### config.mk
export PLATFORM = sky130hd
export DESIGN_NAME = fetch_flat
export DESIGN_NICKNAME = d
export VERILOG_FILES = /design/src/rtl/fetch_if.sv /design/src/rtl/fetch.sv /design/src/flat_wrapper.sv
export SDC_FILE = /design/constraint.sdc
export NUM_CORES = 1
export LEC_CHECK = 0
export ABC_AREA = 1
export CAP_MARGIN = 20
export CORE_MARGIN = 1.5
export CORE_UTILIZATION = 39
export DETAILED_ROUTE_END_ITERATION = 12
export DONT_BUFFER_PORTS = 1
export PLACE_DENSITY = 0.5
export SLEW_MARGIN = 20
export SYNTH_ARGS = -nofsm -noshare
export SYNTH_HDL_FRONTEND = slang
export SYNTH_SLANG_ARGS = --single-unit
### constraint.sdc
create_clock -name clk -period 3.8 [get_ports clk]
set_input_delay 0.19 -clock clk [delete_from_list [all_inputs] [get_ports clk]]
set_output_delay 0.19 -clock clk [all_outputs]
set_load 0.01 [all_outputs]
### src/rtl/fetch_if.sv
// Memory read bus between the fetch stage (master) and instruction memory (slave).
interface fetch_if;
  logic [15:0] mem_addr;
  logic        mem_rd;
  logic [7:0]  mem_rdata;
  logic        mem_ack;

  modport master (output mem_addr, output mem_rd, input mem_rdata, input mem_ack);
  modport slave  (input mem_addr, input mem_rd, output mem_rdata, output mem_ack);
endinterface

### src/rtl/fetch.sv
// SM83-style instruction fetch stage: owns the PC, fetches opcode/operand bytes, HALT sleep/wake.
// Optional macro SM83_HALT_BUG_EN reproduces the HALT bug (halt with ime=0 and wake=1 re-reads the next byte).
module fetch #(
  parameter logic [15:0] RESET_PC = 16'h0000
) (
  input  logic        clk,
  input  logic        rst_n,
  fetch_if.master     mem,
  output logic [7:0]  instr,
  output logic        instr_valid,
  output logic        is_instr16,
  input  logic        dec_is_instr16,
  input  logic        ctl_ready,
  input  logic        fetch_next,
  input  logic        imm_req,
  output logic [7:0]  imm_data,
  output logic        imm_valid,
  input  logic        pc_load,
  input  logic [15:0] pc_load_val,
  input  logic        halt,
  input  logic        wake,
  input  logic        ime,
  output logic [15:0] pc
);

  typedef enum logic [2:0] {
    FETCH   = 3'd0,
    HOLD    = 3'd1,
    WAIT    = 3'd2,
    OPERAND = 3'd3,
    HALTED  = 3'd4
  } state_t;

  state_t state;
  logic   skip_inc;

  assign mem.mem_addr = pc;

`ifndef SM83_HALT_BUG_EN
  logic unused_ime;
  assign unused_ime = ime;
`endif

  // Fetch sequencer: state, PC and all registered outputs.
  always_ff @(posedge clk) begin
    if (!rst_n) begin
      state       <= FETCH;
      pc          <= RESET_PC;
      instr       <= 8'h00;
      imm_data    <= 8'h00;
      instr_valid <= 1'b0;
      is_instr16  <= 1'b0;
      imm_valid   <= 1'b0;
      mem.mem_rd  <= 1'b0;
      skip_inc    <= 1'b0;
    end else begin
      imm_valid <= 1'b0;
      case (state)
        FETCH: begin
          // mem_rd is only low here on the first cycle out of reset
          if (!mem.mem_rd) begin
            mem.mem_rd <= 1'b1;
          end else if (mem.mem_ack) begin
            instr       <= mem.mem_rdata;
            instr_valid <= 1'b1;
            mem.mem_rd  <= 1'b0;
            if (!skip_inc) begin
              pc <= pc + 16'd1;
            end
            skip_inc <= 1'b0;
            state    <= HOLD;
          end
        end
        HOLD: begin
          if (ctl_ready) begin
            instr_valid <= 1'b0;
            is_instr16  <= dec_is_instr16;
            if (dec_is_instr16) begin
              mem.mem_rd <= 1'b1;
              state      <= FETCH;
            end else begin
              state <= WAIT;
            end
          end
        end
        WAIT: begin
          if (pc_load) begin
            pc <= pc_load_val;
            if (fetch_next) begin
              mem.mem_rd <= 1'b1;
              state      <= FETCH;
            end
          end else if (halt) begin
            if (wake) begin
              mem.mem_rd <= 1'b1;
              state      <= FETCH;
`ifdef SM83_HALT_BUG_EN
              skip_inc   <= !ime;
`endif
            end else begin
              state <= HALTED;
            end
          end else if (imm_req) begin
            mem.mem_rd <= 1'b1;
            state      <= OPERAND;
          end else if (fetch_next) begin
            mem.mem_rd <= 1'b1;
            state      <= FETCH;
          end
        end
        OPERAND: begin
          if (mem.mem_ack) begin
            imm_data   <= mem.mem_rdata;
            imm_valid  <= 1'b1;
            mem.mem_rd <= 1'b0;
            pc         <= pc + 16'd1;
            state      <= WAIT;
          end
        end
        HALTED: begin
          if (wake) begin
            mem.mem_rd <= 1'b1;
            state      <= FETCH;
          end
        end
        default: begin
          mem.mem_rd <= 1'b0;
          state      <= FETCH;
        end
      endcase
    end
  end

  // Control may only issue requests while the stage is idle in WAIT.
  a_req_only_in_wait: assert property (@(posedge clk) disable iff (!rst_n)
    (pc_load || halt || imm_req || fetch_next) |-> (state == WAIT));

endmodule

### src/flat_wrapper.sv
// flat-port wrapper written by rule: the top's interface ports become plain ports
module fetch_flat 
#(
  parameter logic [15:0] RESET_PC = 16'h0000
)
  (clk, rst_n, instr, instr_valid, is_instr16, dec_is_instr16, ctl_ready, fetch_next, imm_req, imm_data, imm_valid, pc_load, pc_load_val, halt, wake, ime, pc, mem_mem_addr, mem_mem_rd, mem_mem_rdata, mem_mem_ack);
  fetch_if mem_i ();
  input  logic clk;
  input  logic rst_n;
  output logic [7:0] instr;
  output logic instr_valid;
  output logic is_instr16;
  input  logic dec_is_instr16;
  input  logic ctl_ready;
  input  logic fetch_next;
  input  logic imm_req;
  output logic [7:0] imm_data;
  output logic imm_valid;
  input  logic pc_load;
  input  logic [15:0] pc_load_val;
  input  logic halt;
  input  logic wake;
  input  logic ime;
  output logic [15:0] pc;
  output wire logic [$bits(mem_i.mem_addr)-1:0] mem_mem_addr;
  output wire logic [$bits(mem_i.mem_rd)-1:0] mem_mem_rd;
  input wire logic [$bits(mem_i.mem_rdata)-1:0] mem_mem_rdata;
  input wire logic [$bits(mem_i.mem_ack)-1:0] mem_mem_ack;
  assign mem_mem_addr = mem_i.mem_addr;
  assign mem_mem_rd = mem_i.mem_rd;
  assign mem_i.mem_rdata = mem_mem_rdata;
  assign mem_i.mem_ack = mem_mem_ack;
  fetch #(.RESET_PC(RESET_PC)) u_core (.clk(clk), .rst_n(rst_n), .mem(mem_i), .instr(instr), .instr_valid(instr_valid), .is_instr16(is_instr16), .dec_is_instr16(dec_is_instr16), .ctl_ready(ctl_ready), .fetch_next(fetch_next), .imm_req(imm_req), .imm_data(imm_data), .imm_valid(imm_valid), .pc_load(pc_load), .pc_load_val(pc_load_val), .halt(halt), .wake(wake), .ime(ime), .pc(pc));
endmodule
==> results.md <==
* Post-Syn Area at ~2300 µm²
* Initial antenna violation count at 0
* Number of vias per cell at 5.09
* Main synth FF type: dfxtp_1
* Die Ht at 80.6 µm
* Slew margin rel. at 0.505
* Setup TNS at 0 ps
* First-pass GRT wire length at 9800 µm
* Fin crit period at ~2100 ps
* CTS clk-pin slew, worst paths at about 90 ps
* Layout Cell Area excl Fill at 2350 µm²
* Clk sink count at 39
* Slew Viols, Final at 0
* Most frequent cells in the layout: nand2_1, nor2_1, dfxtp_1
* Synth Area in Compound Gates at 0.154
* Sequential share of power at 0.459
* Synth Register Bits at 39
* H-tree levels at 2
* Post-synth EDFFs at 0
* Adder-cell share of the synthesized area at 0.00533
* WL met1 at 2620 µm
* Worst R2R End: u_core.mem.mem_addr[4]
* Final setup viols at 0
* Distinct cells, synth at 29
* VDD IR-drop max at 0.000282 V
* Pre-antenna DRT Iters at 4
* DR DRC count at 0
* Gpl congestion at 0.742
* Largest family of logic cells by synthesized area: simple AND/OR/NAND/NOR gates
* Diodes inserted at 0
* Multiplexer area fraction after synthesis at 0
* Worst-Skew Late Latency at roughly 300 ps
* Final Non-Filler Cells at 421
* Leak Pwr at 0.906 nW
* Final WS setup at 1670 ps
* Routed wire per std cell at 13.7 µm
* Final Hold Vio Count at 0
* Core Rows at 28
* Met3 WL at 365 µm
* Final wirelength at a little under 6000 µm
* Top Ports at between 80 and 90
* CTS Root Cell: clkbuf_8
* R2R setup slack at 1670 ps
* Critical Path End: u_core.mem.mem_addr[4]
* Syn_area_per_cell at roughly 6.4 µm²
* Number of port buffers at 0
* Most common cell after layout, fill and taps aside: nand2_1
* Power, Total at roughly 1.4 mW
* Max-cap check violation count at 0
* Max Root-Sink Buffers at 2
* GRT Overall Usage at 0.191
* Routed vias at 2142
* YS warnings at 0
* Pwr dens at 612 nW/µm²
* Clk_skew at about 3.4 ps
* Arr. time, crit path at around 2300 ps
* R2R Path Start: u_core.state[2]
* RSZ-0062 raised after global routing: no
* Final Cycle Share at 0.560
* Sw Share at 0.455
* Xor/xnor cell area share of the yosys netlist at 0
* Area grow syn2layout at 0.106%
* WL met2 at 2730 µm
* Worst endpoint required time at around 4000 ps
* Final nets at between 300 and 400
* # resized after CTS at 0
* Combinational share of power at 0.334
* Number of fill cells at 632
* R2r worst-path depth at 7
* Util after Layout at 0.402
* Post-synthesis simple-gate area fraction at 0.360
* Die Area at 6490 µm²
* Worst hold-check path type: in -> reg
* Clk network pwr share at 0.207
* Starting Density at 0.401
* Fraction of layout cells with a size suffix above 1 at 0.0578
* Initial DRC Count at ~100
* Syn nets at roughly 400
* Async S/R FF share, synth at 0
* DP Area at 2230 µm²
* Max Fclk at between 400 and 500 MHz
* Cell count after synthesis at 365
* GRT overflow at 0
* Max Used Layer: met4
* Hold-critical path depth at 2
* Sequential element share of the synthesized area at 0.333
* Run status: finished clean
* TritonCTS clock tree: yes
* Die width at 80.6 µm
* Post-Place Worst Slack at approximately 1600 ps
* Psw at 0.655 mW
* Crit. Startpoint: u_core.state[2]
* Critical Path Start Type: register
* WHS at 20.0 ps
* Largest net degree at the start of global routing at 30
* Crit. End Element: register
* Antenna viol nets, final at 0
* Post-DP HPWL at 4100 µm
* Actual slew at the worst max-slew pin at between 700 and 800 ps
* Core Region at 5850 µm²
* Int Power at slightly below 0.8 mW
* Type of the worst setup path: reg -> reg
* CTS buffer count at 5
* Dpl cells at 410
* Crit-path max FO at 29
* Vias in the first global route at between 2000 and 2500
kinds of logic (layout without fill, tap and decap cells):
logic type	Yosys count	after routing
and+or+nand+nor	189	189
buffers and inverters	65	46
DFF	39	39
AOI/OAI and AO/OA	71	71
adders and majority gates	1	1
what timing repair did:
action	CTS	global route
hold buffers	2	1
setup buffers	0	0
hold endpoints to repair	6	1
sequential cells by signal (all words and copies together), names as in the netlist:
name and flops:
u_core.state 3, u_core.mem.mem_addr 16, u_core.is_instr16 1, u_core.imm_valid 1
u_core.instr 8, u_core.mem.mem_rd 1, u_core.instr_valid 1, u_core.imm_data 8
worst max-delay path: stages, from the launching register on:
cell	delay (ps)
dfxtp_1	670
nor2_8	80
nand2_2	400
inv_1	400
nor3_1	220
o21ai_0	100
nand2_1	110
nor2_1	40
area by class of cell:
| class | instances | area [µm²] | area share |
|---|---|---|---|
| multi-input cells | 261 | 1220 | 0.519 |
| repair buffers | 3 | 30.0 | 0.0128 |
| inverters | 35 | 131 | 0.0559 |
| flip-flops and latches | 39 | 781 | 0.332 |
| well taps | 75 | 93.8 | 0.0399 |
| clock inverters | 3 | 25.0 | 0.0106 |
| clock buffers | 5 | 68.8 | 0.0293 |
worst min-delay path by stage:
stage | start | slack [ps] | end
detailed placement | ctl_ready | 290 | u_core.is_instr16
CTS | rst_n | 7 | u_core.mem.mem_addr[4]
finish | rst_n | 20 | u_core.mem.mem_addr[2]
global placement | ctl_ready | 280 | u_core.is_instr16
global route | rst_n | 4 | u_core.instr[1]
floorplan | ctl_ready | 280 | u_core.is_instr16
cell usage after synthesis (all sizes together), types with 2 or more instances:
master,n,area (µm²)
o21ai,31,155
nand4,4,25.0
buf,28,208
inv,34,128
nor3,6,35.0
nand3b,2,15.0
a21oi,38,190
nand3,32,165
nand2,91,357
dfxtp,39,781
clkbuf,2,7.51
nor2,52,235
power groups by stage:
stage,logic (mW),registers (mW),clock network (mW)
2_1_floorplan,0.538,0.598,0
3_3_place_gp,0.477,0.673,0
3_5_place_dp,0.479,0.673,0
4_1_cts,0.484,0.663,0.312
5_1_grt,0.564,0.683,0.328
6_report,0.480,0.661,0.298
routing by layer:
layer / up-vias / global-route usage
met2: 61 / 0.310
met4: 0 / 0.0483
met3: 4 / 0.0682
met1: 951 / 0.239
li1: 1126 / -
met5: - / 0
Note: power is estimated with default switching activity, not from simulation.
